<file path="config.mk">
export PLATFORM = sky130hd
export DESIGN_NAME = i2c_bus_arbiter
export DESIGN_NICKNAME = d
export VERILOG_FILES = /design/src/rtl/i2c_bus_arbiter.sv
export SDC_FILE = /design/constraint.sdc
export NUM_CORES = 1
export LEC_CHECK = 0
export ABC_CLOCK_PERIOD_IN_PS = 1700
export BUFFER_PORTS_ARGS = -buffer_cell sky130_fd_sc_hd__buf_4
export CAP_MARGIN = 40
export CORE_MARGIN = 1.5
export CORE_UTILIZATION = 30
export DETAILED_ROUTE_END_ITERATION = 16
export PLACE_DENSITY_LB_ADDON = 0.1
export RECOVER_POWER = 50
export SLEW_MARGIN = 20
export SYNTH_ARGS = -nofsm -noshare
export SYNTH_HDL_FRONTEND = slang
export SYNTH_SLANG_ARGS = --single-unit
</file>
<file path="constraint.sdc">
create_clock -name clk -period 1.7 [get_ports clk]
set_clock_uncertainty 0.05 [all_clocks]
set_input_delay 0.085 -clock clk [delete_from_list [all_inputs] [get_ports clk]]
set_output_delay 0.085 -clock clk [all_outputs]
set_load 0.1 [all_outputs]
</file>
<file path="src/rtl/i2c_bus_arbiter.sv">
`default_nettype none
// ============================================================================
// Module   : i2c_bus_arbiter
// Purpose  : Round-robin sharing of one I2C byte-master between two clients;
//            optional watchdog abort built when I2C_ARB_WATCHDOG_EN is defined.
// Revision : 1.0
// ============================================================================
module i2c_bus_arbiter #(
    parameter logic [23:0] TIMEOUT = 24'd5_000_000
) (
    input  logic       clk,
    input  logic       reset,
    input  logic       req0,
    input  logic       req1,
    output logic       gnt0,
    output logic       gnt1,
    input  logic       c0_start,
    input  logic       c1_start,
    input  logic       c0_send,
    input  logic       c1_send,
    input  logic       c0_receive,
    input  logic       c1_receive,
    input  logic [7:0] c0_datasend,
    input  logic [7:0] c1_datasend,
    output logic       c0_isReady,
    output logic       c1_isReady,
    output logic       c0_sended,
    output logic       c1_sended,
    output logic       c0_received,
    output logic       c1_received,
    output logic [7:0] c0_datareceive,
    output logic [7:0] c1_datareceive,
    output logic       m_start,
    output logic       m_send,
    output logic       m_receive,
    output logic [7:0] m_datasend,
    input  logic       m_isReady,
    input  logic       m_sended,
    input  logic       m_received,
    input  logic [7:0] m_datareceive,
    output logic       busy,
    output logic       timeout_err
);

    typedef enum logic [1:0] {
        S_IDLE    = 2'd0,
        S_GRANT   = 2'd1,
        S_ABORT   = 2'd2,
        S_RELEASE = 2'd3
    } state_t;

    state_t r_state;
    state_t w_state_nxt;
    logic   r_gnt0;
    logic   r_gnt1;
    logic   r_owner;
    logic   r_last;
    logic   w_gnt0_nxt;
    logic   w_gnt1_nxt;
    logic   w_owner_nxt;
    logic   w_last_nxt;
    logic   w_pick;
    logic   w_owner_req;
    logic   w_grant_start;
    logic   w_err_set;
    logic   w_expire;

    // On a tie the client that was not served last wins; otherwise the lone requester.
    assign w_pick      = (req0 && req1) ? ~r_last : req1;
    assign w_owner_req = r_owner ? req1 : req0;

`ifdef I2C_ARB_WATCHDOG_EN
    logic [23:0] r_cnt;
    logic        r_timeout_err;

    always_ff @(posedge clk or negedge reset) begin
        if (!reset) begin
            r_cnt <= 24'd0;
        end else if (w_grant_start) begin
            r_cnt <= 24'd0;
        end else if (r_state == S_GRANT) begin
            r_cnt <= r_cnt + 24'd1;
        end
    end

    assign w_expire = (r_state == S_GRANT) && (r_cnt == TIMEOUT - 24'd1);

    always_ff @(posedge clk or negedge reset) begin
        if (!reset) begin
            r_timeout_err <= 1'b0;
        end else if (w_err_set) begin
            r_timeout_err <= 1'b1;
        end
    end

    assign timeout_err = r_timeout_err;
`else
    logic w_unused_timeout;

    assign w_unused_timeout = ^{TIMEOUT, w_err_set, w_grant_start};
    assign w_expire         = 1'b0;
    assign timeout_err      = 1'b0;
`endif

    always_comb begin
        w_state_nxt   = r_state;
        w_gnt0_nxt    = r_gnt0;
        w_gnt1_nxt    = r_gnt1;
        w_owner_nxt   = r_owner;
        w_last_nxt    = r_last;
        w_grant_start = 1'b0;
        w_err_set     = 1'b0;
        case (r_state)
            S_IDLE: begin
                if (req0 || req1) begin
                    w_state_nxt   = S_GRANT;
                    w_owner_nxt   = w_pick;
                    w_gnt0_nxt    = ~w_pick;
                    w_gnt1_nxt    = w_pick;
                    w_grant_start = 1'b1;
                end
            end
            S_GRANT: begin
                // A dropped request takes priority over a simultaneous watchdog expiry.
                if (!w_owner_req) begin
                    w_state_nxt = S_RELEASE;
                    w_gnt0_nxt  = 1'b0;
                    w_gnt1_nxt  = 1'b0;
                end else if (w_expire) begin
                    w_state_nxt = S_ABORT;
                    w_gnt0_nxt  = 1'b0;
                    w_gnt1_nxt  = 1'b0;
                    w_err_set   = 1'b1;
                end
            end
            S_ABORT: begin
                w_gnt0_nxt = 1'b0;
                w_gnt1_nxt = 1'b0;
                if (m_isReady) begin
                    w_state_nxt = S_RELEASE;
                end
            end
            S_RELEASE: begin
                // Never hand over a master that is still mid-transaction.
                w_gnt0_nxt = 1'b0;
                w_gnt1_nxt = 1'b0;
                w_last_nxt = r_owner;
                if (m_isReady) begin
                    w_state_nxt = S_IDLE;
                end
            end
            default: begin
                w_state_nxt = S_IDLE;
                w_gnt0_nxt  = 1'b0;
                w_gnt1_nxt  = 1'b0;
            end
        endcase
    end

    always_ff @(posedge clk or negedge reset) begin
        if (!reset) begin
            r_state <= S_IDLE;
            r_gnt0  <= 1'b0;
            r_gnt1  <= 1'b0;
            r_owner <= 1'b0;
            r_last  <= 1'b1;
        end else begin
            r_state <= w_state_nxt;
            r_gnt0  <= w_gnt0_nxt;
            r_gnt1  <= w_gnt1_nxt;
            r_owner <= w_owner_nxt;
            r_last  <= w_last_nxt;
        end
    end

    assign gnt0 = r_gnt0;
    assign gnt1 = r_gnt1;
    assign busy = r_gnt0 | r_gnt1;

    // Routing follows the registered grant only, so reset forces everything idle at once.
    always_comb begin
        m_start    = 1'b1;
        m_send     = 1'b0;
        m_receive  = 1'b0;
        m_datasend = 8'h00;
        if (r_gnt0) begin
            m_start    = c0_start;
            m_send     = c0_send;
            m_receive  = c0_receive;
            m_datasend = c0_datasend;
        end else if (r_gnt1) begin
            m_start    = c1_start;
            m_send     = c1_send;
            m_receive  = c1_receive;
            m_datasend = c1_datasend;
        end
    end

    assign c0_isReady     = r_gnt0 & m_isReady;
    assign c0_sended      = r_gnt0 & m_sended;
    assign c0_received    = r_gnt0 & m_received;
    assign c0_datareceive = r_gnt0 ? m_datareceive : 8'h00;
    assign c1_isReady     = r_gnt1 & m_isReady;
    assign c1_sended      = r_gnt1 & m_sended;
    assign c1_received    = r_gnt1 & m_received;
    assign c1_datareceive = r_gnt1 ? m_datareceive : 8'h00;

endmodule
`default_nettype wire

</file>
==> impl_metrics.csv <==
group,metric,value,unit
synthesis,synth_top_area_share,20.0,%
hold_path,holdCritPathClass,"in -> reg",
critical_path,rr_worst_depth,5,
timing,finalCriticalPeriod,1.63,ns
final_layout,nNetsFinal,197,
critical_path,cp_num_buf_inv,1,
critical_path,worstPathRequired,1.77,ns
clock_network,insertion_delay,0.25,ns
power,leakagePower,0.799,nW
final_layout,area_growth,125,%
drt,viasPerCell,4.55,
timing,slew_violations,0,
grt,grt_pass1_wl,3.62,mm
timing,slew_headroom,63.5,%
synthesis,syn_inst,77,
floorplan,die_x,49.8,microns
timing,fmax,613,MHz
floorplan,core_area,0.00200,sq mm
synthesis,syn-cell-area,656,sq um
power,p_per_area,2080,mW/mm^2
timing,finalHoldViolations,0,
drt,avgRoutedWirePerCell,12.8,microns
clock_network,cts.sinks,6,
timing,tightest_slew,0.549,ns
synthesis,yosys.cell_count.top_type,"and2_1",
floorplan,ioPinCount,74,
clock_network,cts_buffers,3,
grt,gr-total-overflow,0,
final_layout,multi_input_area,629,sq um
synthesis,synth_area_leader_cell,"and2_1",
placement,io_buffers,72,
critical_path,cp.arrival,1.70,ns
clock_network,clk_path_buf_depth,2,
grt,antenna_found_initial,0,
critical_path,criticalPathCategory,"reg -> reg",
synthesis,synth_cell_types,25,
synthesis,synth_edf_count,0,
critical_path,cp-end-kind,"register",
final_layout,regArea,156,sq um
drt,drt_pass1_iterations,2,
clock_network,root_buffer,"clkbuf_4",
grt,grt_max_degree,18,
synthesis,synth_common_cells,"and2_1, a22o_1, dfrtp_1, ha_1, inv_1",
synthesis,ys_ff_latch,6,
synthesis,ys_seq_area_share,23.1,%
floorplan,initial_core_util,32.8,%
drt,wirelength,2.31,mm
final_layout,diodes,0,
synthesis,syn_avg_cell_area,8.51,sq um
critical_path,crit_chain,"inv_2 -> ha_2 -> or2_4 -> a221oi_4 -> mux2_4",
critical_path,cp-start-kind,"register",
timing,setup_viol,0,
clock_network,htreeDepth,1,
synthesis,yosys-top-cells-area,"and2_1, dfrtp_1, a22o_1",
clock_network,cts_tree,"built",
power,vdd_drop_max,1.30,mV
final_layout,fillers,163,
placement,hpwl,1.91,mm
critical_path,worst-path-stages,5,
floorplan,dieArea,0.00248,sq mm
critical_path,max_stage_delay,0.38,ns
drt,drc_errors,0,
grt,track_usage,18.9,%
run_status,status,"completed",
clock_network,clk_pin_slew,0.05,ns
floorplan,fp-row-count,16,
job,max_cap_violations,0,
hold_path,holdPathStages,3,
synthesis,synth_ff_type,"dfrtp_1",
timing,fin_setup_tns,0,ns
timing,final_min_period_over_clock_period,95.9,%
synthesis,synth_fp_nets,119,
power,power,3.06,mW
critical_path,cp_max_fo,3,
drt,vias,823,
floorplan,die_height,49.8,microns
placement,gp_congestion,0.804,
timing,rsz0062_at_grt,"false",
synthesis,synth_warnings,0,
synthesis,synthArstFlopShare,100,%
drt,ant_nets,0,
grt,grt_pass1_vias,815,
critical_path,cp_slowest_cell,"dfrtp_1",
drt,drt_iter0_drc,4,
final_layout,layout-drive-gt1-share,83.1,%
critical_path,crit_family,"flip-flops",
==> stage by stage <==
step | worst slack [ns] | hold slack, ns | util (%) | instances | instance area [sq um]
floorplan | -0.123 | -0.261 | - | 77 | 798
global route | 0.00199 | 0.175 | 73.7 | 181 | 1480
CTS | -0.0170 | 0.115 | 73.9 | 181 | 1480
finish | 0.0699 | 0.156 | 73.7 | 181 | 1480
detailed placement | -0.0415 | -0.156 | 69.4 | 175 | 1390
global placement | 0.0275 | -0.158 | 69.4 | 175 | 1390
==> registers in the layout, summed over array words and instances (netlist names) <==
signal	cells
r_last	1
r_owner	1
gnt0	1
gnt1	1
r_state	2
==> layout by cell type (no fill, tap or decap), types with 2 or more instances in the layout <==
cell / n
a22o_4: 9
and2_2: 19
and2_4: 2
buf_4: 53
buf_6: 11
clkbuf_1: 2
clkbuf_2: 11
clkbuf_4: 3
dfrtp_1: 3
ha_1: 4
inv_1: 4
mux2_2: 2
mux2_4: 2
nand2_1: 4
nor2_2: 2
nor2b_1: 2
==> what timing repair did <==
item                       in CTS  in global routing
hold endpoints to repair        6                  0
pin swaps                       1                  1
setup endpoints to repair      10                 11
buffers inserted                1                  0
gates resized for setup        13                  5
hold buffers                    1                  0
==> metal layers <==
metal	GRT usage, %	up-vias	wire length [microns]
li1	-	414	-
met1	20.0	370	905
met2	34.4	37	1200
met3	4.55	2	172
met4	9.26	0	30
met5	0	-	0
==> final timing paths <==
path                                   startpoint                      to  slack, ns
min                                          req0     r_owner$_DFFE_PN0P_       0.16
min in group asynchronous                   reset        gnt0$_DFFE_PN0P_       0.18
max reg2reg                r_state[0]$_DFFE_PN0P_  r_state[1]$_DFFE_PN0P_       0.07
min reg2reg                   r_owner$_DFFE_PN0P_     r_owner$_DFFE_PN0P_       0.52
max in group asynchronous                   reset      r_last$_DFFE_PN1N_       1.12
max                        r_state[0]$_DFFE_PN0P_  r_state[1]$_DFFE_PN0P_       0.07
==> where the power goes <==
part / internal [mW] / switching, mW
Combinational: 0.798 / 1.80
Sequential: 0.223 / 0.103
Clock: 0.0889 / 0.0512
==> cell type report <==
type                            count  area share [%]
Clock buffer                        4            1.78
Inverter                            5            1.27
Multi-Input combinational cell     61            42.7
Sequential cell                     6            10.6
Tap cell                           27            2.29
Timing Repair Buffer               78            41.4
==> worst reg2reg max path, stage by stage (launching register included) <==
cell      delay [ns]
dfrtp_1         0.38
inv_2           0.07
ha_2            0.19
or2_4           0.25
a221oi_4        0.24
mux2_4          0.32
==> kinds of logic after synthesis <==
kind of cell	count (synthesis)	share of synthesized area, %
AO/OA/AOI/OAI	18	23.1
adder cells (fa/ha/maj)	5	9.54
buffers and inverters	10	6.30
flip-flops	6	23.1
multiplexers	5	8.97
other	1	0.572
AND/OR/NAND/NOR	32	28.4
(Power assumes the default switching activity.)
